**config.mk**
```make
export PLATFORM = sky130hd
export DESIGN_NAME = int_ctrl_mc_flat
export DESIGN_NICKNAME = d
export VERILOG_FILES = /design/src/rtl/int_ctrl_mc_if.sv /design/src/rtl/int_ctrl_mc.sv /design/src/flat_wrapper.sv
export SDC_FILE = /design/constraint.sdc
export NUM_CORES = 1
export LEC_CHECK = 0
export ABC_AREA = 0
export ABC_CLOCK_PERIOD_IN_PS = 4960
export CORE_MARGIN = 4
export CORE_UTILIZATION = 48
export CTS_BUF_LIST = sky130_fd_sc_hd__clkbuf_4 sky130_fd_sc_hd__clkbuf_8 sky130_fd_sc_hd__clkbuf_16
export DETAILED_ROUTE_END_ITERATION = 7
export PLACE_DENSITY = 0.81
export SKIP_CTS_REPAIR_TIMING = 1
export SLEW_MARGIN = 5
export SYNTH_ARGS = -nofsm -noshare
export SYNTH_HDL_FRONTEND = slang
export SYNTH_SLANG_ARGS = --single-unit
export TNS_END_PERCENT = 1
```
**constraint.sdc**
```tcl
create_clock -name clk_32k -period 4.96 [get_ports clk_32k]
set_input_delay 0.496 -clock clk_32k [delete_from_list [all_inputs] [get_ports clk_32k]]
set_output_delay 0.496 -clock clk_32k [all_outputs]
set_load 0.1 [all_outputs]
```
**src/rtl/int_ctrl_mc_if.sv**
```systemverilog
// int_ctrl_mc_if: event inputs, register controls and pin outputs of the multi-channel interrupt controller.
interface int_ctrl_mc_if #(
    parameter int NW    = 11,
    parameter int NO    = 2,
    parameter int CNT_W = 4
);
    logic [NW-1:0]    int_flag_in;
    logic [NW-1:0]    rg_int_enable;
    logic [NW-1:0]    rg_int_clr;
    logic [NW*NO-1:0] rg_int_route;
    logic [NO-1:0]    rg_int_low_en;
    logic [NO-1:0]    rg_int_level_en;
    logic [10:0]      rg_int_width;
    logic [5:0]       rg_cold_time;
    logic [CNT_W-1:0] rg_coal_thr;
    logic             rg_int_after_frame;
    logic             frame_on;
    logic             rg_timer_on;
    logic             rg_timer_mode;
    logic [8:0]       rg_timer_sel;
    logic [NW-1:0]    int_status;
    logic [NO-1:0]    int_pending;
    logic [NO-1:0]    int_out;

    modport master (
        output int_flag_in, rg_int_enable, rg_int_clr, rg_int_route, rg_int_low_en,
               rg_int_level_en, rg_int_width, rg_cold_time, rg_coal_thr,
               rg_int_after_frame, frame_on, rg_timer_on, rg_timer_mode, rg_timer_sel,
        input  int_status, int_pending, int_out
    );
    modport slave (
        input  int_flag_in, rg_int_enable, rg_int_clr, rg_int_route, rg_int_low_en,
               rg_int_level_en, rg_int_width, rg_cold_time, rg_coal_thr,
               rg_int_after_frame, frame_on, rg_timer_on, rg_timer_mode, rg_timer_sel,
        output int_status, int_pending, int_out
    );
endinterface

```
**src/rtl/int_ctrl_mc.sv**
```systemverilog
// int_ctrl_mc: sticky event status routed to NO coalescing pulse/level/cold-time interrupt pins.
// Define INT_CTRL_TIMER_EN to add the periodic timer that injects events on source NW-1.
module int_ctrl_mc #(
    parameter int NW    = 11,
    parameter int NO    = 2,
    parameter int CNT_W = 4
) (
    input logic           clk_32k,
    input logic           rst,
    int_ctrl_mc_if.slave  bus
);
    typedef enum logic [1:0] {IDLE, WAIT_FRAME, ASSERT, COLD} state_t;

    logic [NW-1:0] flag_d1;
    logic [NW-1:0] ev;
    logic [NW-1:0] status;
    logic [NO-1:0] pending;
    logic [NO-1:0] out;
    logic          timer_ev;

`ifdef INT_CTRL_TIMER_EN
    logic [21:0] tmr;
    logic [21:0] tmr_last;
    logic        tmr_done;
    assign tmr_last = 22'(({13'd0, bus.rg_timer_sel} + 22'd1) * 22'd6554 - 22'd1);
    assign timer_ev = bus.rg_timer_on && !tmr_done && tmr == tmr_last;
    always_ff @(posedge clk_32k) begin
        if (rst || !bus.rg_timer_on) begin
            tmr      <= '0;
            tmr_done <= 1'b0;
        end else if (!tmr_done) begin
            tmr      <= timer_ev ? '0 : tmr + 22'd1;
            tmr_done <= timer_ev && !bus.rg_timer_mode;
        end
    end
`else
    assign timer_ev = 1'b0;
`endif

    assign ev = (bus.int_flag_in & ~flag_d1 & bus.rg_int_enable) | {timer_ev, {(NW-1){1'b0}}};

    always_ff @(posedge clk_32k) begin
        if (rst) begin
            flag_d1 <= '0;
            status  <= '0;
        end else begin
            flag_d1 <= bus.int_flag_in;
            status  <= (status & ~bus.rg_int_clr) | ev;
        end
    end

    for (genvar j = 0; j < NO; j++) begin : g_pin
        logic [NW-1:0]    route;
        logic             pin_ev;
        logic [CNT_W-1:0] cnt;
        logic [CNT_W-1:0] thr;
        logic [CNT_W:0]   sum;
        logic             trig;
        logic [10:0]      tcnt;
        logic             tend;
        state_t           state;
        state_t           nxt;
        state_t           start;
        assign route      = bus.rg_int_route[j*NW +: NW];
        assign pin_ev     = |(ev & route);
        assign pending[j] = |(status & route);
        assign thr        = bus.rg_coal_thr == '0 ? {{(CNT_W-1){1'b0}}, 1'b1} : bus.rg_coal_thr;
        assign sum        = {1'b0, cnt} + {{CNT_W{1'b0}}, pin_ev};
        assign trig       = sum >= {1'b0, thr};
        assign start      = bus.rg_int_after_frame && bus.frame_on ? WAIT_FRAME : ASSERT;
        // >= so a level-to-pulse switch mid-assert with tcnt already past W still ends
        assign tend       = state == ASSERT ? tcnt >= bus.rg_int_width : tcnt == {bus.rg_cold_time, 5'h1f};
        assign out[j]     = (state == ASSERT) ^ bus.rg_int_low_en[j];

        always_comb begin
            nxt = state;
            case (state)
                IDLE:       nxt = trig ? start : IDLE;
                WAIT_FRAME: nxt = bus.frame_on ? WAIT_FRAME : ASSERT;
                ASSERT:     nxt = (bus.rg_int_level_en[j] ? !pending[j] : tend) ? COLD : ASSERT;
                COLD:       nxt = tend ? (trig ? start : IDLE) : COLD;
                default:    nxt = IDLE;
            endcase
        end

        always_ff @(posedge clk_32k) begin
            if (rst) begin
                state <= IDLE;
                cnt   <= '0;
                tcnt  <= '0;
            end else begin
                state <= nxt;
                tcnt  <= nxt != state ? '0 : tcnt + 11'd1;
                cnt   <= nxt == ASSERT && state != ASSERT ? '0 : (pin_ev && !(&cnt)) ? cnt + 1'b1 : cnt;
            end
        end
    end

    assign bus.int_status  = status;
    assign bus.int_pending = pending;
    assign bus.int_out     = out;
endmodule

```
**src/flat_wrapper.sv**
```systemverilog
// flat-port wrapper written by rule: the top's interface ports become plain ports
module int_ctrl_mc_flat 
#(
    parameter int NW    = 11,
    parameter int NO    = 2,
    parameter int CNT_W = 4
)
  (clk_32k, rst, bus_int_flag_in, bus_rg_int_enable, bus_rg_int_clr, bus_rg_int_route, bus_rg_int_low_en, bus_rg_int_level_en, bus_rg_int_width, bus_rg_cold_time, bus_rg_coal_thr, bus_rg_int_after_frame, bus_frame_on, bus_rg_timer_on, bus_rg_timer_mode, bus_rg_timer_sel, bus_int_status, bus_int_pending, bus_int_out);
  int_ctrl_mc_if #(.NW(NW), .NO(NO), .CNT_W(CNT_W)) bus_i ();
  input logic clk_32k;
  input logic rst;
  input wire logic [$bits(bus_i.int_flag_in)-1:0] bus_int_flag_in;
  input wire logic [$bits(bus_i.rg_int_enable)-1:0] bus_rg_int_enable;
  input wire logic [$bits(bus_i.rg_int_clr)-1:0] bus_rg_int_clr;
  input wire logic [$bits(bus_i.rg_int_route)-1:0] bus_rg_int_route;
  input wire logic [$bits(bus_i.rg_int_low_en)-1:0] bus_rg_int_low_en;
  input wire logic [$bits(bus_i.rg_int_level_en)-1:0] bus_rg_int_level_en;
  input wire logic [$bits(bus_i.rg_int_width)-1:0] bus_rg_int_width;
  input wire logic [$bits(bus_i.rg_cold_time)-1:0] bus_rg_cold_time;
  input wire logic [$bits(bus_i.rg_coal_thr)-1:0] bus_rg_coal_thr;
  input wire logic [$bits(bus_i.rg_int_after_frame)-1:0] bus_rg_int_after_frame;
  input wire logic [$bits(bus_i.frame_on)-1:0] bus_frame_on;
  input wire logic [$bits(bus_i.rg_timer_on)-1:0] bus_rg_timer_on;
  input wire logic [$bits(bus_i.rg_timer_mode)-1:0] bus_rg_timer_mode;
  input wire logic [$bits(bus_i.rg_timer_sel)-1:0] bus_rg_timer_sel;
  output wire logic [$bits(bus_i.int_status)-1:0] bus_int_status;
  output wire logic [$bits(bus_i.int_pending)-1:0] bus_int_pending;
  output wire logic [$bits(bus_i.int_out)-1:0] bus_int_out;
  assign bus_i.int_flag_in = bus_int_flag_in;
  assign bus_i.rg_int_enable = bus_rg_int_enable;
  assign bus_i.rg_int_clr = bus_rg_int_clr;
  assign bus_i.rg_int_route = bus_rg_int_route;
  assign bus_i.rg_int_low_en = bus_rg_int_low_en;
  assign bus_i.rg_int_level_en = bus_rg_int_level_en;
  assign bus_i.rg_int_width = bus_rg_int_width;
  assign bus_i.rg_cold_time = bus_rg_cold_time;
  assign bus_i.rg_coal_thr = bus_rg_coal_thr;
  assign bus_i.rg_int_after_frame = bus_rg_int_after_frame;
  assign bus_i.frame_on = bus_frame_on;
  assign bus_i.rg_timer_on = bus_rg_timer_on;
  assign bus_i.rg_timer_mode = bus_rg_timer_mode;
  assign bus_i.rg_timer_sel = bus_rg_timer_sel;
  assign bus_int_status = bus_i.int_status;
  assign bus_int_pending = bus_i.int_pending;
  assign bus_int_out = bus_i.int_out;
  int_ctrl_mc #(.NW(NW), .NO(NO), .CNT_W(CNT_W)) u_core (.clk_32k(clk_32k), .rst(rst), .bus(bus_i));
endmodule
```
==> out/metrics.sh <==
OUTCOME='finished clean'
WL_MM=10.1
RATIO_OF_FINAL_MINIMUM_PERIOD_TO_CLOCK_PERIOD_PCT=85.7
SYNTH_CELL_TYPES=62
SYN_AREA_PER_CELL_UM2=8.74
POSTSYNTHREGISTERBITS=56
SYNTHESIS.NETS=564
SYNTH-MAIN-FF-CELL='sky130_fd_sc_hd__dfxtp_1'
WORSTHOLDENDPOINT='u_core.g_pin[1].tcnt[0]'
GR-MAX-USAGE-LAYER='met2'
CPMOSTUSEDCELL='sky130_fd_sc_hd__ha_1'
TIMING.SETUP.TNS_NS=0
SYNTH.TOP_CELL.AREA_SHARE_PCT=29.8
PORT_BUFFER_COUNT=98
INITIAL_UTILIZATION_PCT=49.0
SYNTH-WARNING-COUNT=0
SYNTH.YOSYS.SEQ_AREA_SHARE_PCT=29.8
HOLD_PATH_STARTPOINT='u_core.g_pin[1].tcnt[0]'
FINALCLOCKSKEW_NS=0.00881
DIE_HEIGHT_UM=96.6
PLACEMENT.SETUP.WORST_SLACK_NS=0.376
DRT-VIAS-PER-INSTANCE=5.76
DIE_W_UM=96.6
MAX_CAP_VIOLATIONS=0
CTS_TREE='yes'
ROUTEDWLPERCELL_UM=16.1
POST-ROUTE-WORST-SETUP-SLACK_NS=0.709
CRITICAL_PATH_REQUIRED_NS=5.18
FINAL-SETUP-VIOL-COUNT=0
REPORT.FINAL.SLEW_VIOL_COUNT=0
POWER.IR.VDD_WORST_mV=0.127
ANTENNA_FOUND_INITIAL=0
WORSTPATHMAXFANOUT=11
FIN_NETS=659
WORST_HOLD_PATH_TYPE='reg -> reg'
WORSTMARGINPINSLEW_NS=1.09
TIMING.REG2REG.SETUP_SLACK_NS=0.98
INSERTEDDIODECOUNT=0
P_PER_AREA_mW_PER_MM2=301
CRIT_ARRIVAL_NS=4.47
YOSYS-TOP-CELLS-COUNT='56 x sky130_fd_sc_hd__dfxtp_1, 39 x sky130_fd_sc_hd__inv_1, 38 x sky130_fd_sc_hd__ha_1'
CRIT-REG2REG-CAPTURE='u_core.g_pin[0].tcnt[10]'
TIMING.SETUP.CRITICAL_PATH_CLASS='in -> reg'
REG2REG_FROM='u_core.flag_d1[3]'
HOLD_VIOL_FINAL=0
MIN_DELAY_PATH_DEPTH=1
SYN2LAYOUT_AREA_GROWTH_PCT=30.8
TIMING.SLEW.HEADROOM_PCT=27.2
DETAIL_ROUTE.ITER0.VIOLATIONS=186
GLOBALPLACE.CONGESTION=0.869
CTS_ROOT_BUF='sky130_fd_sc_hd__clkbuf_8'
ACHIEVABLE-FREQUENCY_MHz=235
USE_MET1_PCT=25.9
CPMAXSTAGEDELAYCELL='sky130_fd_sc_hd__mux4_2'
PATH_CELLS='clkdlybuf4s50_1 -> and3b_1 -> a221o_1 -> nor3_1 -> inv_1 -> ha_1 -> ha_1 -> xor2_1 -> ha_1 -> a21oi_1 -> o21ai_1 -> a211o_4 -> and2_0 -> mux4_2 -> a2111oi_2'
SYNTH.AREA.TOP_CELLS='sky130_fd_sc_hd__dfxtp_1 30%, sky130_fd_sc_hd__ha_1 13%, sky130_fd_sc_hd__xor2_1 4.4%'
HPWL_MM=8.21
CLK_PIN_SLEW_NS=0.10
CTS-BUFFERS-INSERTED=5
GRT_USE_MET2_PCT=39.4
FINAL_LAYOUT_SIZE_SUFFIX_GT1_SHARE_PCT=5.31
DETAIL-ROUTE-ANTENNA-NETS=0
FIRST_PASS_GRT_WIRE_LENGTH_MM=16.2
CTSLONGESTPATHBUFFERS=2
IO_PINS=110
DIE_AREA_MM2=0.00933
NUMBER_OF_CELLS_TRAVERSED_BY_THE_WORST_REGISTER_TO_REGISTER_PATH=14
POST-SYNTH-TOP-COUNT-CELL='sky130_fd_sc_hd__dfxtp_1'
GROUTE.LAYER.MET3.USAGE_PCT=6.04
GRT_MAX_DEGREE=53
VIA_COUNT_OF_THE_FIRST_GLOBAL_ROUTING_PASS=3582
CTS_HTREE_LEVELS=2
ROUTED-VIA-COUNT=3626
RSZ_0062_RAISED_AFTER_GLOBAL_ROUTING='false'
SLOWEST_DELAY_NS=0.64
WORSTSETUPSTARTPOINTTYPE='input pin'
FILL_CELLS=678
TIMING.FINAL.CRIT_PERIOD_NS=4.25
CORE_REGION_AREA_MM2=0.00769
DRT_DRC_VIOLATIONS_LEFT=0
SYNTHESIS.INSTANCES=431
EDFF_COUNT_SYNTH=0
GRT_UTIL_ALL_LAYERS_PCT=22.0
WORST_SETUP_PATH_END_KIND='flop'
SYNTHDOMINANTAREACELLTYPE='sky130_fd_sc_hd__dfxtp_1'
ASYNCSETRESETFLOPFRACSYNTH_PCT=0
MAPPEDNETLISTAREA_MM2=0.00377
GR-TOTAL-OVERFLOW=0
ROW_COUNT=32
CLOCK_INSERTION_DELAY_WORST_SKEW_NS=0.32
INITIAL_DRT_PASS_ITERATIONS=4
CLOCK_SINK_COUNT=56
POWER.STATIC_LEAKAGE_uW=0.00200
-- cells in the final DEF (no fill, tap or decap), types with 10 or more instances in the layout --
| cell type | count |
|---|---|
| sky130_fd_sc_hd__nand3_1 | 10 |
| sky130_fd_sc_hd__clkdlybuf4s50_1 | 97 |
| sky130_fd_sc_hd__xor2_1 | 19 |
| sky130_fd_sc_hd__nor2b_1 | 15 |
| sky130_fd_sc_hd__nor4_1 | 13 |
| sky130_fd_sc_hd__dfxtp_1 | 56 |
| sky130_fd_sc_hd__nor2_1 | 22 |
| sky130_fd_sc_hd__xnor2_1 | 18 |
| sky130_fd_sc_hd__nand2b_1 | 12 |
| sky130_fd_sc_hd__nand2_1 | 19 |
| sky130_fd_sc_hd__a21oi_1 | 29 |
| sky130_fd_sc_hd__ha_1 | 38 |
| sky130_fd_sc_hd__inv_1 | 39 |
-- flip-flops by register name (all words and copies together) (netlist names) --
name,count
u_core.g_pin.state,4
u_core.g_pin.tcnt,22
u_core.flag_d1,11
u_core.bus.int_status,11
u_core.g_pin.cnt,8
-- power breakdown --
part / switching (µW) / leakage, µW / internal [µW]
Sequential: 69.1 / 0.000458 / 506
Combinational: 372 / 0.00150 / 273
Clock: 160 / 0.0000485 / 102
-- metal layers --
layer	vias to the layer above	part of all wire [%]
li1	1773	-
met1	1723	41
met2	120	51
met3	10	7.2
met4	0	1.3
met5	-	0
-- logic make-up after synthesis --
kind of cell	after synthesis	synth area share [%]
adders and majority gates	38	12.6
and+or+nand+nor	153	25.4
buffers and inverters	53	5.55
muxes	5	1.69
AOI/OAI and AO/OA	89	16.3
xor gates and xnor gates	37	8.60
DFF	56	29.8
-- critical path, delay by kind of cell --
kind	cells	cell delay, ns
AND/OR/NAND/NOR	3	0.69
buffers and inverters	2	0.49
XOR/XNOR	1	0.15
AO/OA/AOI/OAI	5	1.28
multiplexers	1	0.64
adder cells (fa/ha/maj)	3	0.70
-- per-stage QoR --
step	hold WS, ns	utilization [%]	area, µm²	std cells	power (µW)
2_1_floorplan	0.475	-	3770	431	1020
3_3_place_gp	0.495	62.9	4830	621	1200
3_5_place_dp	0.504	62.9	4830	621	1230
4_1_cts	0.524	64.1	4930	629	1490
5_1_grt	0.548	64.1	4930	629	1580
6_report	0.518	64.1	4930	629	1480
-- area by class of cell --
type,count,area (µm²),area share [%]
timing repair buffer,101,998,20.3
clock buffer,5,68.8,1.40
tap,102,128,2.59
multi-input combinational,322,2440,49.5
sequential,56,1120,22.8
clock inverter,3,22.5,0.457
inverter,40,150,3.05
-- how the worst max path moves through the flow --
stage                        from                        to  slack [ns]  cells after the start
4_1_cts        bus_int_flag_in[3]  u_core.g_pin[0].tcnt[10]        0.71                     15
5_1_grt        bus_int_flag_in[3]   u_core.g_pin[0].tcnt[9]        0.47                     15
2_1_floorplan  bus_int_flag_in[3]   u_core.g_pin[0].tcnt[1]        1.04                     15
3_3_place_gp   bus_int_flag_in[3]  u_core.g_pin[0].tcnt[10]        0.49                     15
6_report       bus_int_flag_in[3]  u_core.g_pin[0].tcnt[10]        0.71                     15
3_5_place_dp   bus_int_flag_in[3]  u_core.g_pin[0].tcnt[10]        0.38                     15
No activity file was read; power rests on OpenSTA's default activity.
